<file path="src/rtl/cache_fill_ctrl.sv">
// Cache line fill controller: serves read misses and drains a FIFO of evicted dirty lines to memory.
// Build option CACHE_FILL_WB_FWD_EN: hazard misses are answered from the FIFO instead of draining it first.
module cache_fill_ctrl #(
  parameter int LINE_SIZE_BYTES = 4,
  parameter int ADDRESS_WIDTH   = 32,
  parameter int WB_DEPTH        = 4,
  localparam int LINE_SIZE_BITS = 8 * LINE_SIZE_BYTES,
  localparam int PTR_W          = $clog2(WB_DEPTH),
  localparam int CNT_W          = PTR_W + 1
) (
  input  logic                      clk,
  input  logic                      rst,
  input  logic                      i_miss,
  input  logic [ADDRESS_WIDTH-1:0]  i_miss_addr,
  input  logic                      i_evict,
  input  logic [ADDRESS_WIDTH-1:0]  i_evict_addr,
  input  logic [LINE_SIZE_BITS-1:0] i_evict_data,
  output logic [LINE_SIZE_BITS-1:0] o_memory_line,
  output logic                      o_memory_response,
  output logic                      o_mem_req,
  output logic                      o_mem_we,
  output logic [ADDRESS_WIDTH-1:0]  o_mem_addr,
  output logic [LINE_SIZE_BITS-1:0] o_mem_wdata,
  input  logic                      i_mem_ready,
  input  logic                      i_mem_rvalid,
  input  logic [LINE_SIZE_BITS-1:0] i_mem_rdata,
  output logic [CNT_W-1:0]          o_wb_count,
  output logic                      o_wb_full,
  output logic                      o_wb_empty,
  output logic                      o_busy,
  output logic                      o_wb_overflow
);

  localparam int OFF_W = $clog2(LINE_SIZE_BYTES);
  localparam logic [ADDRESS_WIDTH-1:0] ALIGN_MASK = ~ADDRESS_WIDTH'((64'd1 << OFF_W) - 64'd1);

  typedef enum logic [2:0] {IDLE, RD_REQ, RD_WAIT, RESP, WB_REQ} state_e;

  state_e                    state_q, state_d;
  logic [ADDRESS_WIDTH-1:0]  wbAddr_q [WB_DEPTH];
  logic [LINE_SIZE_BITS-1:0] wbData_q [WB_DEPTH];
  logic [PTR_W-1:0]          head_q, tail_q, scanIdx;
  logic [CNT_W-1:0]          count_q;
  logic                      overflow_q;
  logic [ADDRESS_WIDTH-1:0]  missAddr_q, missAddr_d, missAligned;
  logic [LINE_SIZE_BITS-1:0] line_q, line_d;
  logic                      wbFull, wbEmpty, push, pop, hazard;
`ifdef CACHE_FILL_WB_FWD_EN
  logic [LINE_SIZE_BITS-1:0] fwdData;
`else
  logic                      drain_q, drain_d;
`endif

  assign missAligned = i_miss_addr & ALIGN_MASK;
  assign wbFull      = (count_q == CNT_W'(WB_DEPTH));
  assign wbEmpty     = (count_q == '0);
  assign push        = i_evict && !wbFull;
  assign pop         = (state_q == WB_REQ) && i_mem_ready;

  // Scan oldest to youngest so the last match seen is the youngest copy of the line.
  always_comb begin
    hazard  = 1'b0;
    scanIdx = '0;
`ifdef CACHE_FILL_WB_FWD_EN
    fwdData = '0;
`endif
    for (int k = 0; k < WB_DEPTH; k++) begin
      scanIdx = head_q + PTR_W'(k);
      if ((CNT_W'(k) < count_q) && (wbAddr_q[scanIdx] == missAligned)) begin
        hazard = 1'b1;
`ifdef CACHE_FILL_WB_FWD_EN
        fwdData = wbData_q[scanIdx];
`endif
      end
    end
  end

  always_ff @(posedge clk) begin
    if (rst) begin
      head_q     <= '0;
      tail_q     <= '0;
      count_q    <= '0;
      overflow_q <= 1'b0;
    end else begin
      if (push) begin
        wbAddr_q[tail_q] <= i_evict_addr & ALIGN_MASK;
        wbData_q[tail_q] <= i_evict_data;
        tail_q           <= tail_q + 1'b1;
      end
      if (pop) begin
        head_q <= head_q + 1'b1;
      end
      count_q <= count_q + CNT_W'(push) - CNT_W'(pop);
      if (i_evict && wbFull) begin
        overflow_q <= 1'b1;
      end
    end
  end

  always_ff @(posedge clk) begin
    if (rst) begin
      state_q    <= IDLE;
      missAddr_q <= '0;
      line_q     <= '0;
`ifndef CACHE_FILL_WB_FWD_EN
      drain_q    <= 1'b0;
`endif
    end else begin
      state_q    <= state_d;
      missAddr_q <= missAddr_d;
      line_q     <= line_d;
`ifndef CACHE_FILL_WB_FWD_EN
      drain_q    <= drain_d;
`endif
    end
  end

  always_comb begin
    state_d           = state_q;
    missAddr_d        = missAddr_q;
    line_d            = line_q;
    o_mem_req         = 1'b0;
    o_mem_we          = 1'b0;
    o_mem_addr        = '0;
    o_mem_wdata       = '0;
    o_memory_response = 1'b0;
`ifndef CACHE_FILL_WB_FWD_EN
    // Once a hazard is seen the whole buffer is drained before the read goes out.
    drain_d           = drain_q && i_miss;
`endif
    case (state_q)
      IDLE: begin
        if (i_miss) begin
`ifdef CACHE_FILL_WB_FWD_EN
          if (hazard) begin
            line_d  = fwdData;
            state_d = RESP;
          end else begin
            missAddr_d = missAligned;
            state_d    = RD_REQ;
          end
`else
          if ((hazard || drain_q) && !wbEmpty) begin
            drain_d = 1'b1;
            state_d = WB_REQ;
          end else begin
            drain_d    = 1'b0;
            missAddr_d = missAligned;
            state_d    = RD_REQ;
          end
`endif
        end else if (!wbEmpty) begin
          state_d = WB_REQ;
        end
      end
      RD_REQ: begin
        o_mem_req  = 1'b1;
        o_mem_addr = missAddr_q;
        if (i_mem_ready) begin
          state_d = RD_WAIT;
        end
      end
      RD_WAIT: begin
        if (i_mem_rvalid) begin
          line_d  = i_mem_rdata;
          state_d = RESP;
        end
      end
      RESP: begin
        o_memory_response = 1'b1;
        state_d           = IDLE;
      end
      WB_REQ: begin
        o_mem_req   = 1'b1;
        o_mem_we    = 1'b1;
        o_mem_addr  = wbAddr_q[head_q];
        o_mem_wdata = wbData_q[head_q];
        if (i_mem_ready) begin
          state_d = IDLE;
        end
      end
      default: state_d = IDLE;
    endcase
  end

  assign o_memory_line = line_q;
  assign o_wb_count    = count_q;
  assign o_wb_full     = wbFull;
  assign o_wb_empty    = wbEmpty;
  assign o_busy        = (state_q != IDLE);
  assign o_wb_overflow = overflow_q;

endmodule

</file>
<file path="config.mk">
export PLATFORM = sky130hd
export DESIGN_NAME = cache_fill_ctrl
export DESIGN_NICKNAME = d
export VERILOG_FILES = /design/src/rtl/cache_fill_ctrl.sv
export SDC_FILE = /design/constraint.sdc
export NUM_CORES = 1
export LEC_CHECK = 0
export CORE_ASPECT_RATIO = 1.25
export CORE_MARGIN = 10
export CORE_UTILIZATION = 50
export CTS_BUF_LIST = sky130_fd_sc_hd__clkbuf_4
export DETAILED_ROUTE_END_ITERATION = 7
export PLACE_DENSITY = 0.74
export REMOVE_ABC_BUFFERS = 1
export SYNTH_ARGS = -nofsm -noshare
export SYNTH_HDL_FRONTEND = slang
export SYNTH_SLANG_ARGS = --single-unit
</file>
<file path="constraint.sdc">
create_clock -name clk -period 3.5 [get_ports clk]
set_input_delay 0.7 -clock clk [delete_from_list [all_inputs] [get_ports clk]]
set_output_delay 0.7 -clock clk [all_outputs]
set_load 0.1 [all_outputs]
</file>
==> results of run 1 <==
==> routing by layer <==
layer	up-vias	share of wire [%]	GRT usage [%]
met2	456	52	37.8
met4	4	4.2	10.2
met5	-	0.044	0
met1	5651	37	24.9
li1	5099	-	-
met3	119	7.6	5.55
==> worst min-delay path: stages, from the launching register on <==
cell and delay (ps):
dfxtp_1 310, nand2_1 50, a21oi_1 50
==> cell usage after synthesis, types with 9 or more instances <==
cell type,instances,area [sq um]
nand2b_1,65,407
nand4_1,19,119
clkbuf_1,44,165
dfxtp_1,76,1520
xor2_1,41,359
xnor2_1,74,648
and3_1,34,213
buf_1,15,56.3
nor4_1,13,81.3
inv_1,17,63.8
mux4_2,112,2520
a21oi_1,40,200
mux2i_1,89,891
a22o_1,26,228
nor2_1,19,71.3
mux2_2,11,124
nand2_1,81,304
edfxtp_1,248,7450
buf_6,9,101
buf_2,17,85.1
==> path summary, 6_finish.rpt <==
path | startpoint | to | slack (ps) | depth (start not counted)
worst max-delay path | head_q[0] | missAddr_q[13] | 210 | 11
worst min-delay path | o_memory_line[22] | o_memory_line[22] | 460 | 2
worst min register to register | o_memory_line[22] | o_memory_line[22] | 460 | 2
worst max register to register | head_q[0] | missAddr_q[13] | 210 | 11
==> area by class of cell <==
| cell class | count | share of cell area (%) |
|---|---|---|
| antenna | 5 | 0.0595 |
| clock inverter | 27 | 0.869 |
| inverter | 17 | 0.303 |
| timing repair buffer | 297 | 15.2 |
| clock buffer | 128 | 4.57 |
| multi-input combinational | 726 | 33.7 |
| tap | 418 | 2.49 |
| sequential | 324 | 42.7 |
==> power by group <==
part | switching (mW) | leakage [nW] | internal (mW)
clock | 1.55 | 0.679 | 1.89
combinational | 2.41 | 3.63 | 1.37
sequential | 0.186 | 2.87 | 4.46
==> cells by family after synthesis <==
group           share of synthesized area [%]
simple gates                             8.40
flops                                    53.6
compound gates                           4.95
buf+inv                                  4.03
mux                                      22.1
other cells                            0.0224
fa+ha+maj                               0.718
xor+xnor                                 6.12
==> repair_timing <==
| action | in CTS | in global routing |
|---|---|---|
| setup endpoints to repair | 23 | 0 |
| hold buffers | 0 | 0 |
| buffers inserted | 1 | 0 |
| resized for setup | 2 | 0 |
==> sequential cells by signal (all words and copies together), names as in the netlist, named ones only <==
register / flops
head_q: 2
drain_q: 1
missAddr_q: 30
o_memory_line: 32
o_wb_count: 3
wbAddr_q: 120
state_q: 3
tail_q: 2
wbData_q: 128
o_wb_overflow: 1
==> metrics by stage <==
step	worst slack [ps]	hold WS [ps]
3_5_place_dp	124	448
2_1_floorplan	-3370	436
6_report	211	456
5_1_grt	22.7	457
3_3_place_gp	186	441
4_1_cts	121	455
==> flow_summary_export.csv, run 1 <==
group,metric,value,unit
clock_network,cts.sinks,324,
die,die_y,224,um
die,start_util,50.9,%
clock_network,cts_buffers,83,
finish,final_common_cell,"edfxtp_1",
timing,relSlewSlack,30.7,%
pwr,ir_drop,0.000320,V
timing,final-setup-viol-count,0,
worst_setup_path,max_stage_delay,490,ps
yosys,synth_ff_type,"edfxtp_1",
pwr,power.total,11.9,mW
worst_setup_path,end_kind,"flop",
detailed_routing,wl_per_cell,23.4,um
placed_design,placed_cell_area,19900,sq um
worst_setup_path,critPathLaunchType,"flop",
grt,grt_pass1_wl,69.0,mm
grt,antenna_found_initial,7,
timing,finalCritPeriodShare,94.0,%
grt,grt_max_degree,71,
timing,fin_skew,32.7,ps
clock_network,root_buffer,"clkbuf_4",
die,io_pins,240,
job,drv_cap,0,
timing,drv_slew,0,
placed_design,gp_congestion,0.945,
yosys,synth_seq_area_share,53.6,%
min_path,hold_path_class,"flop to flop",
placed_design,place_inst,1781,
timing,finalHoldViolCount,0,
grt,track_usage,21.9,%
worst_setup_path,path_cells,"buf_12 -> buf_4 -> mux2i_1 -> mux2i_1 -> xor2_1 -> nor4_1 -> a41o_1 -> a41o_2 -> o31ai_4 -> buf_12 -> mux2i_1",
worst_setup_path,critPathSlowestCell,"dfxtp_4",
finish,fin_util,64.0,%
clock_network,clock_latency,730,ps
timing,rsz0062_at_grt,"no",
yosys,synth_edf_count,248,
detailed_routing,drc,0,
timing,fmaxAchievable,304,MHz
yosys,netlist_instances,1167,
finish,most-common-layout-cells,"edfxtp_1, clkdlybuf4s50_1, clkbuf_4",
worst_setup_path,crit_family,"compound AO/OA/AOI/OAI gates",
detailed_routing,num_vias,11329,
clock_network,cts_buffer_depth,3,
detailed_routing,drt_iter0_drc,897,
run_status,outcome,"finished, final reports clean",
detailed_routing,vias_per_cell,5.83,
timing,min_period,3290,ps
worst_setup_path,crit_type,"flop to flop",
clock_network,path_clk_slew,70,ps
finish,seq_area,8980,sq um
die,rows,74,
detailed_routing,drtAntennaViolNets,0,
finish,area_delta_synth_final,25.8,%
die,die_width,184,um
yosys,yosys_warnings,0,
die,core,32900,sq um
clock_network,htree_levels,3,
die,dieArea,41200,sq um
finish,fillers,2403,
placed_design,dp_hpwl,32.2,mm
pwr,power_density,564,nW/um^2
clock_network,cts_tree,"done",
finish,final_area,21000,sq um
yosys,synthDistinctLibCells,65,
yosys,ys_ff_latch,324,
timing,fin_setup_tns,0,ps
worst_setup_path,arrival,3930,ps
worst_setup_path,required,4140,ps
yosys,synthesis.area,16700,sq um
yosys,synth.avg_cell_area,14.3,sq um
detailed_routing,drt-pass1-iter-count,6,
timing,timing_worst_slew_pin_value,1040,ps
finish,drive_above_1_share,27.5,%
worst_setup_path,path_buf_inv,3,
grt,overflow,0,
finish,nNetsFinal,1592,
yosys,synth_async_sr_flop_share,0,%
pwr,p_leak,7.18,nW
grt,grt_pass1_vias,11772,
finish,instances_no_fill,1942,
detailed_routing,wirelength,45.5,mm
worst_setup_path,cp_common_cell,"mux2i_1",
placed_design,io_buffers,233,
worst_setup_path,cp_max_fo,27,
finish,multi_input_area,7090,sq um
(Power assumes the default switching activity.)
==> run 2, diff against run 1 <==
- clock period: 3.5 -> 3.12 ns (I/O delays scaled with it)
==> run 2 against run 1 <==
- utilization up 4.5 points
- cell count up 4.5%
- the flow now finishes with violations (negative setup slack)
- first-iteration DRC count is 15% higher
- flip-flop and latch count is the same
- sequential power rose by 12%
- wire length increased by 6.3%
- global-route usage grew 0.64 points
- clock power is 5% higher
==> flow_summary_export.csv, run 2 (same netlist as run 1, synthesis figures left out) <==
group,metric,value,unit
run_status,outcome,"finished, violations left",
run_status,failed_checks,"negative setup slack",
detailed_routing,num_vias,11950,
timing,fmaxAchievable,318,MHz
placed_design,dp_hpwl,33.3,mm
worst_setup_path,required,3710,ps
die,start_util,50.9,%
placed_design,pre_cts_slack,-155,ps
worst_setup_path,timing.reg2reg.setup_slack,-20,ps
finish,instances_no_fill,2030,
finish,drive_above_1_share,35.2,%
detailed_routing,drc,0,
worst_setup_path,r2r-end,"missAddr_q[20]",
placed_design,gp_congestion,0.943,
detailed_routing,wirelength,48.3,mm
timing,rsz0062_at_grt,"yes",
pwr,ir_drop,0.000458,V
finish,final_area,22500,sq um
worst_setup_path,crit_type,"flop to flop",
finish,final_common_cell,"edfxtp_1",
timing,drv_slew,0,
clock_network,path_clk_slew,70,ps
die,core,32900,sq um
pwr,power_density,604,nW/um^2
die,die_width,184,um
clock_network,cts_buffer_depth,3,
pwr,power.total,13.6,mW
timing,finalCritPeriodShare,101,%
finish,nNetsFinal,1688,
worst_setup_path,critical_path.endpoint,"missAddr_q[20]",
detailed_routing,drt-pass1-iter-count,5,
die,rows,74,
clock_network,htree_levels,3,
placed_design,placed_cell_area,20700,sq um
detailed_routing,drtAntennaViolNets,0,
finish,fin_util,68.5,%
grt,antenna_found_initial,4,
die,io_pins,240,
grt,grt_max_degree,61,
min_path,hold_path_class,"flop to flop",
clock_network,cts_tree,"done",
worst_setup_path,ff2ff_path_depth,14,
grt,track_usage,22.5,%
placed_design,io_buffers,233,
timing,timing_worst_slew_pin_value,606,ps
worst_setup_path,end_kind,"flop",
timing,finalHoldViolCount,0,
grt,overflow,0,
worst_setup_path,cp_max_fo,6,
grt,grt_pass1_wl,70.8,mm
timing,worst_slack,-20.5,ps
clock_network,root_buffer,"clkbuf_4",
finish,most-common-layout-cells,"edfxtp_1, buf_4, clkdlybuf4s50_1",
finish,largest_reg_flops,128,
clock_network,hold_buffers,0,
clock_network,cts.sinks,324,
timing,min_period,3140,ps
pwr,p_leak,7.93,nW
timing,relSlewSlack,59.6,%
timing,fin_skew,57.8,ps
finish,top_register,"wbData_q",
detailed_routing,drt_iter0_drc,1031,
worst_setup_path,critPathLaunchType,"flop",
detailed_routing,vias_per_cell,5.89,
die,dieArea,41200,sq um
grt,grt_pass1_vias,12298,
detailed_routing,wl_per_cell,23.8,um
job,drv_cap,0,
timing,final-setup-viol-count,5,
placed_design,place_inst,1850,
die,die_y,224,um
worst_setup_path,arrival,3730,ps
finish,area_delta_synth_final,34.6,%
clock_network,cts_buffers,83,
clock_network,clock_latency,730,ps
[run 2: changes by cell type in the layout (fill, tap and decap cells not counted), moves of 5 or more]
cell	change
buf_12	+39
buf_4	+64
buf_6	+9
buf_8	+5
clkbuf_4	-7
clkdlybuf4s50_1	-30
clkinv_1	-5
clkinv_2	+5
mux2i_1	-6
nor4_1	-5
xnor2_1	-5
xnor2_2	+5
[run 2: per-stage QoR]
step	TNS [ps]	hold slack [ps]
final	-45.5	454
after global routing	-918	408
after CTS	-3.51	394
after detailed placement	-4170	447
after global placement	-4520	442
after floorplan	-713920	436
[run 2: metal layers]
metal	vias up	global-route usage (%)	share of wire, %
met5	-	0	0.066
met4	6	10.4	3.8
met3	127	5.24	7.6
met2	533	39.5	53
met1	6002	25.5	36
li1	5282	-	-
[run 2: how the worst min path moves through the flow]
| stage | from | endpoint | slack (ps) | depth (start not counted) |
|---|---|---|---|---|
| 2_1_floorplan | drain_q | drain_q | 440 | 2 |
| 3_3_place_gp | o_memory_line[12] | o_memory_line[12] | 440 | 2 |
| 3_5_place_dp | o_memory_line[20] | o_memory_line[20] | 450 | 2 |
| 4_1_cts | i_mem_rdata[28] | o_memory_line[28] | 390 | 3 |
| 5_1_grt | i_mem_rdata[3] | o_memory_line[3] | 410 | 3 |
| 6_report | o_memory_line[26] | o_memory_line[26] | 450 | 2 |
[run 2: cell type report]
cell class                 instances  area (sq um)
multi-input combinational        726          7270
fill                            2259         10400
sequential                       324          8980
antenna                            3          7.51
clock buffer                     121           908
clock inverter                    28           156
tap                              418           523
timing repair buffer             393          4590
inverter                          17          63.8
[run 2: report_power, final]
part | switching, mW | internal, mW | total (mW)
registers | 0.198 | 5.00 | 5.20
clock network | 1.73 | 1.88 | 3.60
logic | 2.89 | 1.91 | 4.80
[run 2: timing repair]
item,4_1_cts,5_1_grt
setup endpoints to repair,79,62
resized for setup,21,39
buffers inserted,17,6
cloned,2,5
pin swaps,0,10
[run 2: critical path, stage by stage, from the launching register on]
cell and delay, ps:
dfxtp_4 380, buf_6 140, buf_12 110, buf_12 90, mux4_2 500, buf_6 150
xor2_4 150, nor4_4 300, buf_4 160, nand4_1 200, o21ai_4 300, o31ai_4 90
buf_12 160, clkbuf_16 180, mux2i_1 120
